--- src/rtl/cordic_seq_ctrl_if.sv ---
// Job-side handshake bundle for cordic_seq_ctrl.
//   master : job source  - drives start/abort and the start vector/angle,
//                          receives busy/done and the held result.
//   slave  : controller  - the mirror image.
// All vector signals are two's complement; angles are in 0.5 degree LSBs.
interface cordic_seq_ctrl_if;
  logic               start;
  logic               abort;
  logic signed [18:0] x_in;
  logic signed [18:0] y_in;
  logic signed [8:0]  z_in;
  logic               busy;
  logic               done;
  logic signed [18:0] x_out;
  logic signed [18:0] y_out;
  logic signed [8:0]  z_out;

  modport master (
    output start, abort, x_in, y_in, z_in,
    input  busy, done, x_out, y_out, z_out
  );

  modport slave (
    input  start, abort, x_in, y_in, z_in,
    output busy, done, x_out, y_out, z_out
  );
endinterface

--- src/rtl/cordic_seq_ctrl.sv ---
// Iterative sequencer for a shared two-stage CORDIC datapath (rotation mode).
// One job runs NPAIRS passes through the external datapath, one pass per
// clock, each pass covering iterations i and i+1.
//
// Ports:
//   clk, rst_n           clock, asynchronous active-low reset
//   job (slave)          start/abort request, start vector/angle in,
//                        busy/done status, held result out
//   dc_vx, dc_vy, dc_z   working vector/angle driven to the datapath
//   dc_atan0, dc_atan1   atan(2^-i), atan(2^-(i+1)) in 0.5 degree units
//   dc_i                 iteration index of the first datapath stage
//   dc_rvx, dc_rvy,      datapath results, combinational from dc_*
//   dc_new_z
module cordic_seq_ctrl #(
  parameter int NPAIRS = 4
) (
  input  logic               clk,
  input  logic               rst_n,
  cordic_seq_ctrl_if.slave   job,
  output logic signed [18:0] dc_vx,
  output logic signed [18:0] dc_vy,
  output logic signed [8:0]  dc_z,
  output logic signed [8:0]  dc_atan0,
  output logic signed [8:0]  dc_atan1,
  output logic        [2:0]  dc_i,
  input  logic signed [18:0] dc_rvx,
  input  logic signed [18:0] dc_rvy,
  input  logic signed [8:0]  dc_new_z
);

  typedef enum logic {IDLE, ITER} state_t;

  localparam logic [1:0] LAST_PAIR = 2'(NPAIRS - 1);

  state_t             state, state_nxt;
  logic [1:0]         pair;
  logic signed [18:0] vx, vy;
  logic signed [8:0]  z;
  logic signed [18:0] x_res, y_res;
  logic signed [8:0]  z_res;
  logic               done_q;
  logic               load, capture, finish;

  // Arctangent table, atan(2^-i) rounded to 0.5 degree steps.
  function automatic logic signed [8:0] atan_lut(input logic [2:0] idx);
    case (idx)
      3'd0:    return 9'sd90;
      3'd1:    return 9'sd53;
      3'd2:    return 9'sd28;
      3'd3:    return 9'sd14;
      3'd4:    return 9'sd7;
      3'd5:    return 9'sd4;
      3'd6:    return 9'sd2;
      default: return 9'sd1;
    endcase
  endfunction

  // NOTE: sequential state uses non-blocking assignments so every register
  // samples pre-edge values regardless of block ordering.
  always_ff @(posedge clk or negedge rst_n) begin
    if (!rst_n) state <= IDLE;
    else        state <= state_nxt;
  end

  // NOTE: every signal written here gets its default first, so no path
  // leaves one unassigned and no latch is inferred.
  always_comb begin
    state_nxt = state;
    load      = 1'b0;
    capture   = 1'b0;
    finish    = 1'b0;
    case (state)
      IDLE: begin
        // abort is deliberately not looked at here.
        if (job.start) begin
          load      = 1'b1;
          state_nxt = ITER;
        end
      end
      ITER: begin
        // abort wins over the capture, including the final one, so an
        // aborted job never touches the result registers.
        if (job.abort) begin
          state_nxt = IDLE;
        end else begin
          capture = 1'b1;
          if (pair == LAST_PAIR) begin
            finish    = 1'b1;
            state_nxt = IDLE;
          end
        end
      end
    endcase
  end

  always_ff @(posedge clk or negedge rst_n) begin
    if (!rst_n) begin
      vx     <= '0;
      vy     <= '0;
      z      <= '0;
      pair   <= '0;
      x_res  <= '0;
      y_res  <= '0;
      z_res  <= '0;
      done_q <= 1'b0;
    end else begin
      done_q <= finish;
      if (load) begin
        vx <= job.x_in;
        vy <= job.y_in;
        z  <= job.z_in;
      end else if (capture) begin
        vx <= dc_rvx;
        vy <= dc_rvy;
        z  <= dc_new_z;
      end
      // pair is parked at 0 whenever the controller is idle, so dc_i never
      // shows a stale index between jobs.
      if (load || state_nxt == IDLE) pair <= '0;
      else if (capture)              pair <= pair + 2'd1;
      if (finish) begin
        x_res <= dc_rvx;
        y_res <= dc_rvy;
        z_res <= dc_new_z;
      end
    end
  end

  assign job.busy  = (state == ITER);
  assign job.done  = done_q;
  assign job.x_out = x_res;
  assign job.y_out = y_res;
  assign job.z_out = z_res;

  assign dc_vx = vx;
  assign dc_vy = vy;
  assign dc_z  = z;
  assign dc_i  = {pair, 1'b0};
  // Constants are only presented while iterating so the idle datapath
  // inputs read as all zero.
  assign dc_atan0 = (state == ITER) ? atan_lut({pair, 1'b0}) : '0;
  assign dc_atan1 = (state == ITER) ? atan_lut({pair, 1'b1}) : '0;

endmodule

--- src/flat_wrapper.sv ---
// flat-port wrapper written by rule: the top's interface ports become plain ports
module cordic_seq_ctrl_flat 
#(
  parameter int NPAIRS = 4
)
  (clk, rst_n, dc_vx, dc_vy, dc_z, dc_atan0, dc_atan1, dc_i, dc_rvx, dc_rvy, dc_new_z, job_start, job_abort, job_x_in, job_y_in, job_z_in, job_busy, job_done, job_x_out, job_y_out, job_z_out);
  cordic_seq_ctrl_if job_i ();
  input  logic clk;
  input  logic rst_n;
  output logic signed [18:0] dc_vx;
  output logic signed [18:0] dc_vy;
  output logic signed [8:0] dc_z;
  output logic signed [8:0] dc_atan0;
  output logic signed [8:0] dc_atan1;
  output logic        [2:0] dc_i;
  input  logic signed [18:0] dc_rvx;
  input  logic signed [18:0] dc_rvy;
  input  logic signed [8:0] dc_new_z;
  input wire logic [$bits(job_i.start)-1:0] job_start;
  input wire logic [$bits(job_i.abort)-1:0] job_abort;
  input wire logic [$bits(job_i.x_in)-1:0] job_x_in;
  input wire logic [$bits(job_i.y_in)-1:0] job_y_in;
  input wire logic [$bits(job_i.z_in)-1:0] job_z_in;
  output wire logic [$bits(job_i.busy)-1:0] job_busy;
  output wire logic [$bits(job_i.done)-1:0] job_done;
  output wire logic [$bits(job_i.x_out)-1:0] job_x_out;
  output wire logic [$bits(job_i.y_out)-1:0] job_y_out;
  output wire logic [$bits(job_i.z_out)-1:0] job_z_out;
  assign job_i.start = job_start;
  assign job_i.abort = job_abort;
  assign job_i.x_in = job_x_in;
  assign job_i.y_in = job_y_in;
  assign job_i.z_in = job_z_in;
  assign job_busy = job_i.busy;
  assign job_done = job_i.done;
  assign job_x_out = job_i.x_out;
  assign job_y_out = job_i.y_out;
  assign job_z_out = job_i.z_out;
  cordic_seq_ctrl #(.NPAIRS(NPAIRS)) u_core (.clk(clk), .rst_n(rst_n), .job(job_i), .dc_vx(dc_vx), .dc_vy(dc_vy), .dc_z(dc_z), .dc_atan0(dc_atan0), .dc_atan1(dc_atan1), .dc_i(dc_i), .dc_rvx(dc_rvx), .dc_rvy(dc_rvy), .dc_new_z(dc_new_z));
endmodule
--- config.mk ---
export PLATFORM = sky130hd
export DESIGN_NAME = cordic_seq_ctrl_flat
export DESIGN_NICKNAME = d
export VERILOG_FILES = /design/src/rtl/cordic_seq_ctrl_if.sv /design/src/rtl/cordic_seq_ctrl.sv /design/src/flat_wrapper.sv
export SDC_FILE = /design/constraint.sdc
export NUM_CORES = 1
export LEC_CHECK = 0
export ABC_AREA = 1
export CELL_PAD_IN_SITES_DETAIL_PLACEMENT = 1
export CELL_PAD_IN_SITES_GLOBAL_PLACEMENT = 1
export CORE_ASPECT_RATIO = 2
export CORE_UTILIZATION = 31
export DETAILED_ROUTE_END_ITERATION = 8
export PLACE_DENSITY = 0.91
export SLEW_MARGIN = 20
export SYNTH_ARGS = -nofsm -noshare
export SYNTH_HDL_FRONTEND = slang
export SYNTH_SLANG_ARGS = --single-unit
--- constraint.sdc ---
create_clock -name clk -period 2.5 [get_ports clk]
set_input_delay 0.5 -clock clk [delete_from_list [all_inputs] [get_ports clk]]
set_output_delay 0.5 -clock clk [all_outputs]
set_load 0.01 [all_outputs]
==> flow_summary.html <==
<table>
<tr><th>Metric</th><th>Value</th></tr>
<tr><th colspan="2">Global routing</th></tr>
<tr><td>Met1 track demand over resource</td><td>23.52%</td></tr>
<tr><td>Global-route wire length before repair</td><td>26.63 mm</td></tr>
<tr><td>M3 GR Usage</td><td>3.118%</td></tr>
<tr><td>Number of antenna violations at the first check in global routing</td><td>1</td></tr>
<tr><td>Fraction of met2 tracks used by global routing</td><td>42.24%</td></tr>
<tr><td>Via count of the first global-routing pass</td><td>5041</td></tr>
<tr><td>Global-route usage over all layers</td><td>22.98%</td></tr>
<tr><td>Overflow left after global routing</td><td>0</td></tr>
<tr><td>Busiest grt layer</td><td>met2</td></tr>
<tr><td>Maximum number of pins on one net before global-route repair</td><td>75</td></tr>
<tr><th colspan="2">STA</th></tr>
<tr><td>Final period utilization</td><td>96.38%</td></tr>
<tr><td>Worst-Margin Slew</td><td>0.5990 ns</td></tr>
<tr><td>Final critical delay including setup and external delays</td><td>2.410 ns</td></tr>
<tr><td>Worst Skew</td><td>0.007048 ns</td></tr>
<tr><td>Maximum frequency from static timing analysis</td><td>0.4150 GHz</td></tr>
<tr><td>Max-slew headroom</td><td>60.07%</td></tr>
<tr><td>Number of hold violations in the final report</td><td>0</td></tr>
<tr><td>RSZ-0062 raised after global routing</td><td>false</td></tr>
<tr><td>Max-slew violation count</td><td>0</td></tr>
<tr><td>Final number of setup-violating endpoints</td><td>0</td></tr>
<tr><td>Worst slack on hold paths</td><td>0.07022 ns</td></tr>
<tr><td>Setup TNS</td><td>0 ns</td></tr>
<tr><td>Post-layout worst setup margin</td><td>0.09043 ns</td></tr>
<tr><th colspan="2">Placed design</th></tr>
<tr><td>Placement Setup Slack</td><td>0.4447 ns</td></tr>
<tr><td>Buffers on Ports</td><td>207</td></tr>
<tr><td>Area after DPL</td><td>6834 sq um</td></tr>
<tr><td>Cells after DPL</td><td>972</td></tr>
<tr><td>Detailed-placement wirelength estimate</td><td>12.26 mm</td></tr>
<tr><td>Routability cong.</td><td>0.8076</td></tr>
<tr><th colspan="2">Drt</th></tr>
<tr><td>Number of iterations in the first detailed-routing pass</td><td>6</td></tr>
<tr><td>Vias per std cell</td><td>4.652</td></tr>
<tr><td>Wire length per cell after detailed routing</td><td>16.90 microns</td></tr>
<tr><td>DRC errors left</td><td>0</td></tr>
<tr><td>Starting DRT DRC Count</td><td>105</td></tr>
<tr><td>Post-route antenna net violation count</td><td>0</td></tr>
<tr><td>DR vias</td><td>4601</td></tr>
<tr><td>Total length of routed wires</td><td>16.71 mm</td></tr>
<tr><th colspan="2">Floorplanning</th></tr>
<tr><td>Floorplan row count</td><td>63</td></tr>
<tr><td>IO Pins</td><td>215</td></tr>
<tr><td>Die Footprint</td><td>15530 sq um</td></tr>
<tr><td>Die extent in x</td><td>88.61 microns</td></tr>
<tr><td>Initial core utilization</td><td>31.55%</td></tr>
<tr><td>Core outline area</td><td>14740 sq um</td></tr>
<tr><td>Die Span Y</td><td>175.2 microns</td></tr>
<tr><th colspan="2">Synthesis</th></tr>
<tr><td>Most used DFF post-synth</td><td>dfrtp_1</td></tr>
<tr><td>Synthesized netlist cell count</td><td>600</td></tr>
<tr><td>Async set-or-reset flop fraction in the synthesized netlist</td><td>100.0%</td></tr>
<tr><td>Top post-synthesis cells by count</td><td>196 x nand2_1, 103 x inv_1, 98 x dfrtp_1</td></tr>
<tr><td>Cell with the most instances after synthesis</td><td>nand2_1</td></tr>
<tr><td>Most area-consuming cells after synthesis</td><td>dfrtp_1 53%, nand2_1 16%, nand3_1 10%, inv_1 8.3%, o21ai_0 5.1%</td></tr>
<tr><td>Cell type with the highest aggregate area in the netlist</td><td>dfrtp_1</td></tr>
<tr><td>Flop and latch count out of synthesis</td><td>98</td></tr>
<tr><td>Number of enable flip-flop cells after synthesis</td><td>0</td></tr>
<tr><td>Proportion of netlist area held by the largest area contributor</td><td>52.73%</td></tr>
<tr><td>Average size of a mapped cell</td><td>7.751 sq um</td></tr>
<tr><td>Number of warning messages in the yosys log</td><td>0</td></tr>
<tr><td>Total standard cell area after synthesis</td><td>4651 sq um</td></tr>
<tr><td>Count of unique library cells instantiated by Yosys</td><td>14</td></tr>
<tr><td>Sequential share of the synthesized area</td><td>52.73%</td></tr>
<tr><th colspan="2">Clock network</th></tr>
<tr><td>Htree depth</td><td>3</td></tr>
<tr><td>Post-CTS Setup Repair Bufs</td><td>0</td></tr>
<tr><td>TritonCTS clock tree</td><td>built</td></tr>
<tr><td>Cells resized by post-CTS repair</td><td>0</td></tr>
<tr><td>Clk pin slew, worst setup/hold paths</td><td>0.06 ns</td></tr>
<tr><td>Library cell used as clock root buffer</td><td>clkbuf_16</td></tr>
<tr><td>Number of sinks on the clock net</td><td>98</td></tr>
<tr><td>Number of buffers between clock root and the deepest sink</td><td>2</td></tr>
<tr><td>Number of buffers inserted during clock tree synthesis</td><td>9</td></tr>
<tr><td>Insertion delay of the later-clocked pin in the worst-skew pair</td><td>0.34 ns</td></tr>
<tr><td>CTS Hold Buffers Added</td><td>0</td></tr>
<tr><th colspan="2">Hold path</th></tr>
<tr><td>Path type of the worst min-delay path</td><td>in -&gt; async</td></tr>
<tr><th colspan="2">Setup path</th></tr>
<tr><td>Data arrival, critical path</td><td>1.91 ns</td></tr>
<tr><td>Worst Setup Start Kind</td><td>flip-flop</td></tr>
<tr><td>CP Max Fanout</td><td>9</td></tr>
<tr><td>Critical R2R Capture</td><td>u_core.dc_vx[8]</td></tr>
<tr><td>Type of the setup path with the least slack</td><td>reg -&gt; out</td></tr>
<tr><td>Register-to-register setup slack</td><td>0.64 ns</td></tr>
<tr><td>Startpoint of the worst register-to-register path</td><td>u_core.job.busy</td></tr>
<tr><td>Cells on worst reg2reg path</td><td>6</td></tr>
<tr><td>Type of destination of the critical path</td><td>primary output</td></tr>
<tr><td>Required time of the worst setup path</td><td>2.00 ns</td></tr>
<tr><th colspan="2">Power</th></tr>
<tr><td>Total power</td><td>4.930 mW</td></tr>
<tr><td>Reported leakage power</td><td>3.613 nW</td></tr>
<tr><td>IR drop worst, VDD</td><td>312.8 uV</td></tr>
<tr><td>Power per cell area</td><td>694.1 nW/um^2</td></tr>
<tr><th colspan="2">Run</th></tr>
<tr><td>Max-cap viol count</td><td>0</td></tr>
<tr><th colspan="2">Finish</th></tr>
<tr><td>Share of the core filled with cells in the final layout</td><td>48.19%</td></tr>
<tr><td>Number of nets in the layout</td><td>891</td></tr>
<tr><td>Layout-stage area growth over the synthesis result</td><td>52.73%</td></tr>
<tr><td>Fraction of layout cells with a size suffix above 1</td><td>3.909%</td></tr>
<tr><td>Area of all placed cells without fillers</td><td>7103 sq um</td></tr>
<tr><td>Final non-filler cell total</td><td>989</td></tr>
<tr><th colspan="2">Outcome</th></tr>
<tr><td>Outcome</td><td>finished, final reports clean</td></tr>
</table>
[flip-flops by register name, summed over array words and instances, names as in the netlist]
signal            flops
u_core.job.x_out     19
u_core.pair           2
u_core.dc_vy         19
u_core.job.busy       1
u_core.dc_z           9
u_core.job.y_out     19
u_core.job.done       1
u_core.dc_vx         19
u_core.job.z_out      9
[critical path, stage by stage, from the launching register on]
cell,delay [ns]
dfrtp_1,0.55
inv_2,0.18
nor2_1,0.25
clkdlybuf4s50_1,0.59
[worst max-delay path by stage]
stage,start,endpoint,slack [ns],depth (start not counted)
finish,u_core.job.busy,dc_atan1[2],0.09,3
CTS,u_core.job.busy,dc_atan1[2],0.06,3
global route,u_core.pair[1],dc_atan0[2],0.02,5
global placement,u_core.job.busy,dc_atan1[2],0.48,3
detailed placement,u_core.job.busy,dc_atan1[2],0.44,3
floorplan,u_core.job.busy,dc_atan0[4],0.84,4
[per-layer routing]
layer  routed length [microns]  up-vias
li1                          -     2174
met1                      5812     2238
met2                      9398      141
met3                       519       48
met4                       979        0
met5                         0        -
[layout by cell type (no fill, tap or decap), drive strengths merged]
cell type	Yosys	final
clkbuf	17	13
dfrtp	98	98
nand2	197	197
buf	29	12
nand3	95	95
inv	105	105
nor2	6	6
clkinv	0	3
ha	5	5
clkdlybuf4s50	0	205
o21ai	47	47
diode	0	1
conb	1	7
[cell families after synthesis]
family | share of synthesized area [%]
AOI/OAI and AO/OA | 5.058
other | 0.08063
buffers and inverters | 14.12
and+or+nand+nor | 26.66
adders and majority gates | 1.345
DFF | 52.73
[power by group]
group	internal [mW]	switching, mW
logic	0.828	0.789
clock network	0.699	0.582
registers	1.86	0.173
[area by class of cell]
class | instances | area (sq um)
multi-input combinational | 357 | 1579
sequential | 98 | 2454
tap | 195 | 244.0
inverter | 105 | 394.1
antenna | 1 | 2.502
fill | 1843 | 7637
clock buffer | 13 | 250.2
clock inverter | 3 | 15.01
timing repair buffer | 217 | 2165
(Power assumes the default switching activity.)
